## src/rtl/alu_ctrl_pkg.sv

```systemverilog
// Shared definitions for the ALU arbiter/sequencer: op codes, op classification
// and controller FSM state encoding.
package alu_ctrl_pkg;

  localparam logic [3:0] OP_ADD  = 4'b0000;
  localparam logic [3:0] OP_SUB  = 4'b0001;
  localparam logic [3:0] OP_AND  = 4'b0010;
  localparam logic [3:0] OP_OR   = 4'b0011;
  localparam logic [3:0] OP_XOR  = 4'b0100;
  localparam logic [3:0] OP_SHL  = 4'b0101;
  localparam logic [3:0] OP_SHR  = 4'b0110;
  localparam logic [3:0] OP_ROL  = 4'b0111;
  localparam logic [3:0] OP_ROR  = 4'b1000;
  localparam logic [3:0] OP_LAST = 4'b1000;

  typedef enum logic [1:0] {
    StIdle,
    StExec,
    StResp
  } state_e;

  // Shift/rotate ops honour the repeat count; everything else is one pass.
  function automatic logic is_multipass(input logic [3:0] op);
    return (op >= OP_SHL) && (op <= OP_ROR);
  endfunction

  function automatic logic is_legal(input logic [3:0] op);
    return op <= OP_LAST;
  endfunction

endpackage

```

## src/rtl/alu_arb_seq_rr_arb2.sv

```systemverilog
// Two-way round-robin arbiter; the pointer names the requester preferred on a tie
// and moves to the loser after every granted transfer.
module rr_arb2 (
  input  logic       clk,
  input  logic       rst_n,
  input  logic [1:0] req,
  input  logic       advance,
  output logic [1:0] grant
);

  logic ptr_q, ptr_d;

  always_comb begin
    grant = 2'b00;
    case (req)
      2'b01:   grant = 2'b01;
      2'b10:   grant = 2'b10;
      2'b11:   grant = ptr_q ? 2'b10 : 2'b01;
      default: grant = 2'b00;
    endcase
  end

  // Requester 0 winning hands priority to requester 1 and vice versa.
  always_comb begin
    ptr_d = ptr_q;
    if (advance && (grant != 2'b00)) begin
      ptr_d = grant[0];
    end
  end

  always_ff @(posedge clk or negedge rst_n) begin
    if (!rst_n) begin
      ptr_q <= 1'b0;
    end else begin
      ptr_q <= ptr_d;
    end
  end

endmodule

```

## src/rtl/alu_arb_seq.sv

```systemverilog
// Shares one combinational 4-bit ALU between two requesters: round-robin accept,
// iterated shift/rotate passes, registered result on a valid/ready channel.
module alu_arb_seq
  import alu_ctrl_pkg::*;
#(
  parameter int unsigned DW = 4,
  parameter int unsigned CW = 2
) (
  input  logic          clk,
  input  logic          rst_n,
  input  logic [1:0]    req_valid,
  output logic [1:0]    req_ready,
  input  logic [3:0]    req0_op,
  input  logic [3:0]    req1_op,
  input  logic [DW-1:0] req0_a,
  input  logic [DW-1:0] req1_a,
  input  logic [DW-1:0] req0_b,
  input  logic [DW-1:0] req1_b,
  input  logic [CW-1:0] req0_cnt,
  input  logic [CW-1:0] req1_cnt,
  output logic [DW-1:0] alu_a,
  output logic [DW-1:0] alu_b,
  output logic [3:0]    alu_sel,
  input  logic [DW-1:0] alu_out,
  input  logic          alu_carry,
  input  logic          alu_zero,
  output logic          rsp_valid,
  input  logic          rsp_ready,
  output logic          rsp_id,
  output logic [DW-1:0] rsp_data,
  output logic          rsp_carry,
  output logic          rsp_zero,
  output logic          rsp_err
);

  // Pass counter must hold 2^CW, one bit wider than the count field.
  localparam int unsigned PW = CW + 1;

  state_e          state_q, state_d;
  logic [3:0]      op_q, op_d;
  logic [DW-1:0]   a_q, a_d;
  logic [DW-1:0]   b_q, b_d;
  logic            id_q, id_d;
  logic [PW-1:0]   pass_q, pass_d;
  logic            rsp_valid_q, rsp_valid_d;
  logic            rsp_id_q, rsp_id_d;
  logic [DW-1:0]   rsp_data_q, rsp_data_d;
  logic            rsp_carry_q, rsp_carry_d;
  logic            rsp_zero_q, rsp_zero_d;
  logic            rsp_err_q, rsp_err_d;

  logic [1:0]      grant;
  logic            accept;
  logic            win_id;
  logic [3:0]      sel_op;
  logic [DW-1:0]   sel_a, sel_b;
  logic [CW-1:0]   sel_cnt;

  rr_arb2 u_arb (
    .clk     (clk),
    .rst_n   (rst_n),
    .req     (req_valid),
    .advance (accept),
    .grant   (grant)
  );

  assign req_ready = (state_q == StIdle) ? grant : 2'b00;
  assign accept    = |req_ready;
  assign win_id    = grant[1];
  assign sel_op    = win_id ? req1_op  : req0_op;
  assign sel_a     = win_id ? req1_a   : req0_a;
  assign sel_b     = win_id ? req1_b   : req0_b;
  assign sel_cnt   = win_id ? req1_cnt : req0_cnt;

  always_comb begin
    state_d     = state_q;
    op_d        = op_q;
    a_d         = a_q;
    b_d         = b_q;
    id_d        = id_q;
    pass_d      = pass_q;
    rsp_valid_d = rsp_valid_q;
    rsp_id_d    = rsp_id_q;
    rsp_data_d  = rsp_data_q;
    rsp_carry_d = rsp_carry_q;
    rsp_zero_d  = rsp_zero_q;
    rsp_err_d   = rsp_err_q;

    case (state_q)
      StIdle: begin
        if (accept) begin
          op_d   = sel_op;
          a_d    = sel_a;
          b_d    = sel_b;
          id_d   = win_id;
          pass_d = is_multipass(sel_op) ? ({1'b0, sel_cnt} + PW'(1)) : PW'(1);
          if (is_legal(sel_op)) begin
            state_d = StExec;
          end else begin
            // Illegal op never touches the ALU; respond straight away.
            state_d     = StResp;
            rsp_valid_d = 1'b1;
            rsp_id_d    = win_id;
            rsp_data_d  = '0;
            rsp_carry_d = 1'b0;
            rsp_zero_d  = 1'b0;
            rsp_err_d   = 1'b1;
          end
        end
      end
      StExec: begin
        a_d    = alu_out;
        pass_d = pass_q - PW'(1);
        if (pass_q == PW'(1)) begin
          state_d     = StResp;
          rsp_valid_d = 1'b1;
          rsp_id_d    = id_q;
          rsp_data_d  = alu_out;
          rsp_carry_d = alu_carry;
          rsp_zero_d  = alu_zero;
          rsp_err_d   = 1'b0;
        end
      end
      StResp: begin
        if (rsp_ready) begin
          rsp_valid_d = 1'b0;
          state_d     = StIdle;
        end
      end
      default: state_d = StIdle;
    endcase
  end

  always_ff @(posedge clk or negedge rst_n) begin
    if (!rst_n) begin
      state_q     <= StIdle;
      op_q        <= '0;
      a_q         <= '0;
      b_q         <= '0;
      id_q        <= 1'b0;
      pass_q      <= '0;
      rsp_valid_q <= 1'b0;
      rsp_id_q    <= 1'b0;
      rsp_data_q  <= '0;
      rsp_carry_q <= 1'b0;
      rsp_zero_q  <= 1'b0;
      rsp_err_q   <= 1'b0;
    end else begin
      state_q     <= state_d;
      op_q        <= op_d;
      a_q         <= a_d;
      b_q         <= b_d;
      id_q        <= id_d;
      pass_q      <= pass_d;
      rsp_valid_q <= rsp_valid_d;
      rsp_id_q    <= rsp_id_d;
      rsp_data_q  <= rsp_data_d;
      rsp_carry_q <= rsp_carry_d;
      rsp_zero_q  <= rsp_zero_d;
      rsp_err_q   <= rsp_err_d;
    end
  end

  // ALU lines are only live while executing.
  assign alu_sel   = (state_q == StExec) ? op_q : 4'b0000;
  assign alu_a     = (state_q == StExec) ? a_q  : '0;
  assign alu_b     = (state_q == StExec) ? b_q  : '0;

  assign rsp_valid = rsp_valid_q;
  assign rsp_id    = rsp_id_q;
  assign rsp_data  = rsp_data_q;
  assign rsp_carry = rsp_carry_q;
  assign rsp_zero  = rsp_zero_q;
  assign rsp_err   = rsp_err_q;

endmodule
```

## config.mk

```make
export PLATFORM = sky130hd
export DESIGN_NAME = alu_arb_seq
export DESIGN_NICKNAME = d
export VERILOG_FILES = /design/src/rtl/alu_ctrl_pkg.sv /design/src/rtl/alu_arb_seq_rr_arb2.sv /design/src/rtl/alu_arb_seq.sv
export SDC_FILE = /design/constraint.sdc
export NUM_CORES = 1
export LEC_CHECK = 0
export BUFFER_PORTS_ARGS = -buffer_cell sky130_fd_sc_hd__buf_2
export CAP_MARGIN = 20
export CORE_ASPECT_RATIO = 1.1
export CORE_MARGIN = 2
export CORE_UTILIZATION = 38
export CTS_CLUSTER_SIZE = 30
export DETAILED_ROUTE_END_ITERATION = 6
export PLACE_DENSITY = 0.67
export SYNTH_ARGS = -nofsm -noshare
export SYNTH_HDL_FRONTEND = slang
export SYNTH_SLANG_ARGS = --single-unit
```

## constraint.sdc

```tcl
create_clock -name clk -period 1.66 [get_ports clk]
set_input_delay 0.083 -clock clk [delete_from_list [all_inputs] [get_ports clk]]
set_output_delay 0.083 -clock clk [all_outputs]
set_load 0.005 [all_outputs]
```

# Word level (Yosys, flattened, before mapping)
# Cells that the tools add are included.
# op_classes
n_eq_ne,10
n_mux,41
add_sub_neg,2
reduce_logical,12
order_cmp,2
# op_table
operator,count
$mux W4,10
$pmux W4 S2,2
$mux W2,7
$mux W1,12
$pmux W2 S3,2
$pmux W1 S2,4
$eq A2 B2 Y1 const B,3
$mux W3,2
$ne A2 B2 Y1 const B,3
$pmux W3 S2,1
$reduce_and A5 Y1,1
$eq A2 B1 Y1 const B,2
$ge A4 B3 Y1 const B,1
$le A4 B4 Y1 const B,1
$reduce_and A2 Y1,2
$reduce_and A4 Y1,1
$reduce_bool A2 Y1,2
$add A2 B1 Y3 const B,1
$eq A3 B1 Y1 const B,1
$pmux W1 S3,1
$reduce_and A3 Y1,1
$reduce_bool A3 Y1,1
$sub A3 B1 Y3 const B,1
$logic_and A1 B1 Y1,2
other kinds (3),3
# word_totals
output_inout_bits,23
inputBits,39
word_cells,80
register_bits,28

# Depth between registers and ports, before layout
# depth
ltp_word,8
ltp_mapped,8
depth_no_buf,7

# Modules after synthesis
# A second synthesis with hierarchy kept.
# unflattened
hier_cells,159
area_unflattened_um2,1551.5
# by_module_without_submodules
module,cells_per_inst,seq_area_each_um2,area_per_inst_um2,instances
alu_arb_seq,153,675.6,1496.4,1
rr_arb2,6,25.0,55.1,1

# Worst setup path after synthesis
# No wires, ideal clock.
# synth_timing
kind,flip-flop to flip-flop
start,register u_arb.ptr_q
end,register pass_q[1]
path_stages_with_launch,8
required_time_ps,1573
path_buffers,1
setup_ps,87
slack_ps,-98
period_less_slack_ps,1758
t_arrival_ps,1671
cell_sequence,dfrtp_1 nand2b_4 nand2_8 buf_2 mux2_2 ha_1 nand3_1 a22oi_1
# synth_via
elab_chain_cells,8
elab_cells_between_ends,15
classes_between,add/sub (1); order compare (2); eq/ne (1); mux (8); reduce/logical (3)
# synth_rtl
element,line_no,rtl
"start, declared",alu_arb_seq_rr_arb2.sv:11,"logic ptr_q, ptr_d;"
"start signal, assigned",alu_arb_seq_rr_arb2.sv:35,ptr_q <= ptr_d;
$mux W2 *,alu_arb_seq_rr_arb2.sv:18,2'b11: grant = ptr_q ? 2'b10 : 2'b01;
$pmux W2 S3 *,alu_arb_seq_rr_arb2.sv:15,case (req)
$mux W4,alu_arb_seq.sv:70,assign sel_op = win_id ? req1_op : req0_op;
$ge A4 B3 Y1 or $le A4 B4 Y1 (tied branches),alu_ctrl_pkg.sv:24,return (op >= OP_SHL) && (op <= OP_ROR);
$logic_and A1 B1 Y1,alu_ctrl_pkg.sv:24,
$mux W3,alu_arb_seq.sv:96,"pass_d = is_multipass(sel_op) ? ({1'b0, sel_cnt} + PW'(1)) : PW'(1);"
$mux W3,alu_arb_seq.sv:91,if (accept) begin
$pmux W3 S2,alu_arb_seq.sv:89,case (state_q)
"end signal, assigned",alu_arb_seq.sv:154,pass_q <= pass_d;
"end, declared",alu_arb_seq.sv:44,"logic [PW-1:0] pass_q, pass_d;"
# Mark *: on every way between the ends. The rest lies on a longest branch, timed or not. The select of a mux whose other input is x is not followed.
# A chain may end at the register's enable or synchronous reset.

# Worst setup path after layout
# layout_timing
start,register u_arb.ptr_q
end,"register rsp_data_q[2], in the netlist rsp_data[2]"
# layout_via
elab_chain_cells,6
elab_cells_between_ends,9
classes_between,order compare (1); eq/ne (2); mux (4); reduce/logical (2)
# layout_rtl
element,line_no,rtl
$mux W2 *,alu_arb_seq_rr_arb2.sv:18,
$pmux W2 S3 *,alu_arb_seq_rr_arb2.sv:15,
$mux W4 or $mux W2 (tied branches),"alu_arb_seq.sv:70, alu_arb_seq.sv:67",
$le A4 B4 Y1 or $reduce_or A2 Y1 (tied branches),"alu_ctrl_pkg.sv:28, alu_arb_seq.sv:68",
$ne A2 B2 Y1 (no source line) or $ne A2 B1 Y1 (tied branches),--,
$reduce_and A4 Y1 (no source line) *,--,
"end signal, assigned",alu_arb_seq.sv:157,rsp_data_q <= rsp_data_d;
"end, declared",alu_arb_seq.sv:47,"logic [DW-1:0] rsp_data_q, rsp_data_d;"
# Mark *: on every way between the ends. The rest lies on a longest branch, timed or not.

==> reports/metrics.yaml <==
floorplanning:
  chipHeight_um: 72.14
  dieArea_um2: 4757
  ioPinCount: 62
  floorplan.initialDensity_pct: 39.86
  fp-row-count: 24
  core-area_um2: 4024
  fp.dieW_um: 65.95
logic_synthesis:
  synth_top_area_share_pct: 43.68
  synth-xor-area-share_pct: 0
  yosysTopAreaCell: "dfrtp_1"
  seq_area_frac_synth_pct: 43.68
  postSynthAreaPerCell_um2: 9.963
  netlist_area_um2: 1604
  ys_warn_count: 0
  syn_nets: 203
  synthSimpleGateAreaFrac_pct: 17.71
  ys_types: 34
  syn-instance-count: 161
  muxShareOfSynthArea_pct: 14.51
  synth_top_family_by_area: "simple AND/OR/NAND/NOR gates"
  yosys-top-cells-area: "dfrtp_1 44%, mux2i_1 7.5%, and2_1 6.2%"
  synthAdderAreaFrac_pct: 2.340
  synth-compound-area-share_pct: 17.32
  ys_ff_latch: 28
global_routing:
  grt_pass1_vias: 1301
  grtUsageTotal_pct: 15.61
  grt_max_degree: 29
  grt_pass1_wl_um: 5851
  antenna_found_initial: 0
  grt-busiest-layer: "met2"
  met3_usage_pct: 1.395
  gr-total-overflow: 0
  use_met2_pct: 27.61
  use_met1_pct: 20.54
power_and_ir_drop:
  p_per_area_nw_per_um2: 1551
  comb_power_share_pct: 49.5
  sw_frac_of_total_pct: 34.84
  p_leak_nw: 1.160
  p_int_w: 0.002208
  pwr-share-clk_pct: 15.5
  seqPwrFrac_pct: 35.0
  vdd_ir_drop_max_mv: 0.9048
  p_sw_w: 0.001180
timing:
  max_freq_mhz: 615.3
  slew_headroom_pct: 59.17
  period_share_pct: 97.91
  finalMaxSlewViolations: 0
  rsz0062_at_grt: "true"
  fin_worst_skew_ps: 1.923
  setup_viol_count_final: 0
  finalHoldViolCount: 0
  finalCriticalPeriod_ps: 1625
  worst_pin_slew_ps: 612.5
  worst_slack_ps: 34.68
placed_design:
  portBuffers: 61
  routabilityCongestion: 0.7165
  dpl.hpwl_um: 2656
  pre_cts_slack_ps: -116.9
  dp.cells: 277
  placed_area_um2: 2032
finish:
  area_growth_pct: 36.19
  multi_input_area_um2: 884.6
  regArea_um2: 700.7
  diodes: 0
  nets: 275
  finalNonFillerCells: 284
  fillers: 404
  layout-drive-gt1-share_pct: 43.10
  stdcell_area_um2: 2185
cts:
  clk_path_buf_depth: 2
  cts_max_level: 1
  clock_sinks: 28
  cts_root_buf: "clkbuf_8"
  worstSkewPairLatency_ps: 270
  cts_tree: "yes"
  clkSlewWorstSetupHoldPaths_ps: 90
  numCtsBuffers: 3
critical_path:
  crit_slowest_cell: "dfrtp_1"
  critPathMaxStageDelay_ps: 380
  worst_ep_arrival_time_ps: 1790
  crit_chain: "nand2b_4, nand2_8, mux2_4, a21o_4, mux2_4"
  worst-path-max-fanout: 9
  endpoint_kind: "flop"
  crit_type: "flop to flop"
  crit_required_ps: 1820
  start_kind: "flop"
  cp_common_cell: "mux2_4"
routing:
  drtIter0Drc: 41
  routed_wl_um: 3551
  num_vias: 1341
  detail-route-antenna-nets: 0
  drt-wirelength-per-cell_um: 12.50
  post-route-drc-count: 0
  viasPerCell: 4.722
  firstDrtPassIters: 4
hold_path:
  hold_class: "input port to flop"
flow_run:
  drv_cap: 0
outcome:
  status: "finished clean"
-- stage by stage --
stage / setup TNS, ps / power (W) / hold slack, ps / utilization (%)
finish: 0 / 0.003388 / 7.562 / 54.29
global route: -288.4 / 0.003679 / 29.87 / 54.29
CTS: 0 / 0.003329 / 8.136 / 52.99
detailed placement: -609.4 / 0.002757 / 137.2 / 50.50
global placement: -549.5 / 0.002734 / 138.4 / 50.50
floorplan: 0 / 0.002195 / -212.6 / -
-- layer usage --
layer	up-vias	wire length, µm
met5	-	0
met4	0	34
met3	4	156
met2	35	1689
met1	596	1670
li1	706	-
-- flip-flops by register name, indices dropped and copies added (netlist names) --
signal / flops
state_q: 2
rsp_data: 4
a_q: 4
b_q: 4
id_q: 1
op_q: 4
rsp_zero: 1
rsp_carry: 1
rsp_id: 1
rsp_err: 1
u_arb.ptr_q: 1
pass_q: 3
rsp_valid: 1
-- layout make-up --
cell class,instances,area share (%)
Tap cell,52,2.978
Inverter,6,1.203
Multi-Input combinational cell,118,40.49
Clock inverter,1,1.375
Timing Repair Buffer,76,19.99
Sequential cell,28,32.07
Clock buffer,3,1.890
-- placed cells by master (no fill, tap or decap), types with 2 or more instances in the layout --
| cell | n |
|---|---|
| mux2_4 | 8 |
| nor2_1 | 6 |
| nor4b_1 | 2 |
| mux2i_1 | 11 |
| o21ba_2 | 2 |
| o21ai_0 | 15 |
| clkbuf_8 | 3 |
| a21o_1 | 5 |
| a21oi_1 | 6 |
| and2_1 | 16 |
| nor3_1 | 4 |
| buf_2 | 61 |
| buf_4 | 12 |
| inv_1 | 5 |
| a22o_1 | 2 |
| nand2_1 | 17 |
| ha_1 | 2 |
| nand2b_1 | 2 |
| o211ai_1 | 2 |
| dfrtp_1 | 28 |
-- final timing paths --
path / startpoint / to / slack (ps) / cells after the start
setup reg to reg: u_arb.ptr_q / rsp_data[2] / 30 / 5
min in group asynchronous: rst_n / a_q[3] / 350 / 2
max in group asynchronous: rst_n / b_q[1] / 910 / 2
hold / removal: rsp_ready / state_q[1] / 8 / 2
hold reg to reg: b_q[0] / b_q[0] / 480 / 2
setup / recovery: u_arb.ptr_q / rsp_data[2] / 30 / 5
-- worst max-delay path, delay by kind of cell (launching register included) --
family / cells / cell delay, ps
multiplexers: 2 / 610
AO/OA/AOI/OAI: 1 / 270
flip-flops: 1 / 380
AND/OR/NAND/NOR: 2 / 250
-- cell families after synthesis --
logic type | Yosys count
flip-flops | 28
multiplexers | 20
AND/OR/NAND/NOR | 52
AO/OA/AOI/OAI | 43
buffers and inverters | 15
adder cells (fa/ha/maj) | 3
-- power groups by stage --
stage,logic [W],clock network (W),registers (W)
2_1_floorplan,0.00103,0,0.00116
3_3_place_gp,0.00155,0,0.00118
3_5_place_dp,0.00157,0,0.00119
4_1_cts,0.00161,0.000535,0.00118
5_1_grt,0.00189,0.000560,0.00123
6_report,0.00168,0.000524,0.00119
-- what timing repair did --
item | 4_1_cts | 5_1_grt
resized for setup | 4 | 9
setup buffers | 1 | 1
endpoints found under the hold margin | 28 | 0
hold buffers | 1 | 0
setup endpoints to repair | 8 | 20
pin swaps | 0 | 3
-- cell usage after synthesis --
cell      instances
nand2_1          17
nand2_8           1
inv_1             6
o21a_1            1
a21oi_1           6
a31o_2            1
dfrtp_1          28
a311oi_1          1
a21o_1            6
ha_1              3
a211oi_1          1
nor4b_1           2
mux2i_1          12
a21boi_0          1
and2_1           16
o21ba_2           2
buf_4             1
buf_6             1
o21bai_1          1
mux2_4            6
a31oi_1           1
a22o_1            2
nor3_1            4
o21ai_0          16
o211ai_1          2
nor2_1            7
clkbuf_1          4
nand2b_1          2
mux2_2            2
a22oi_1           1
nand2b_4          1
o32ai_1           1
nand3_1           2
buf_2             3
Note: power is estimated with default switching activity, not from simulation.
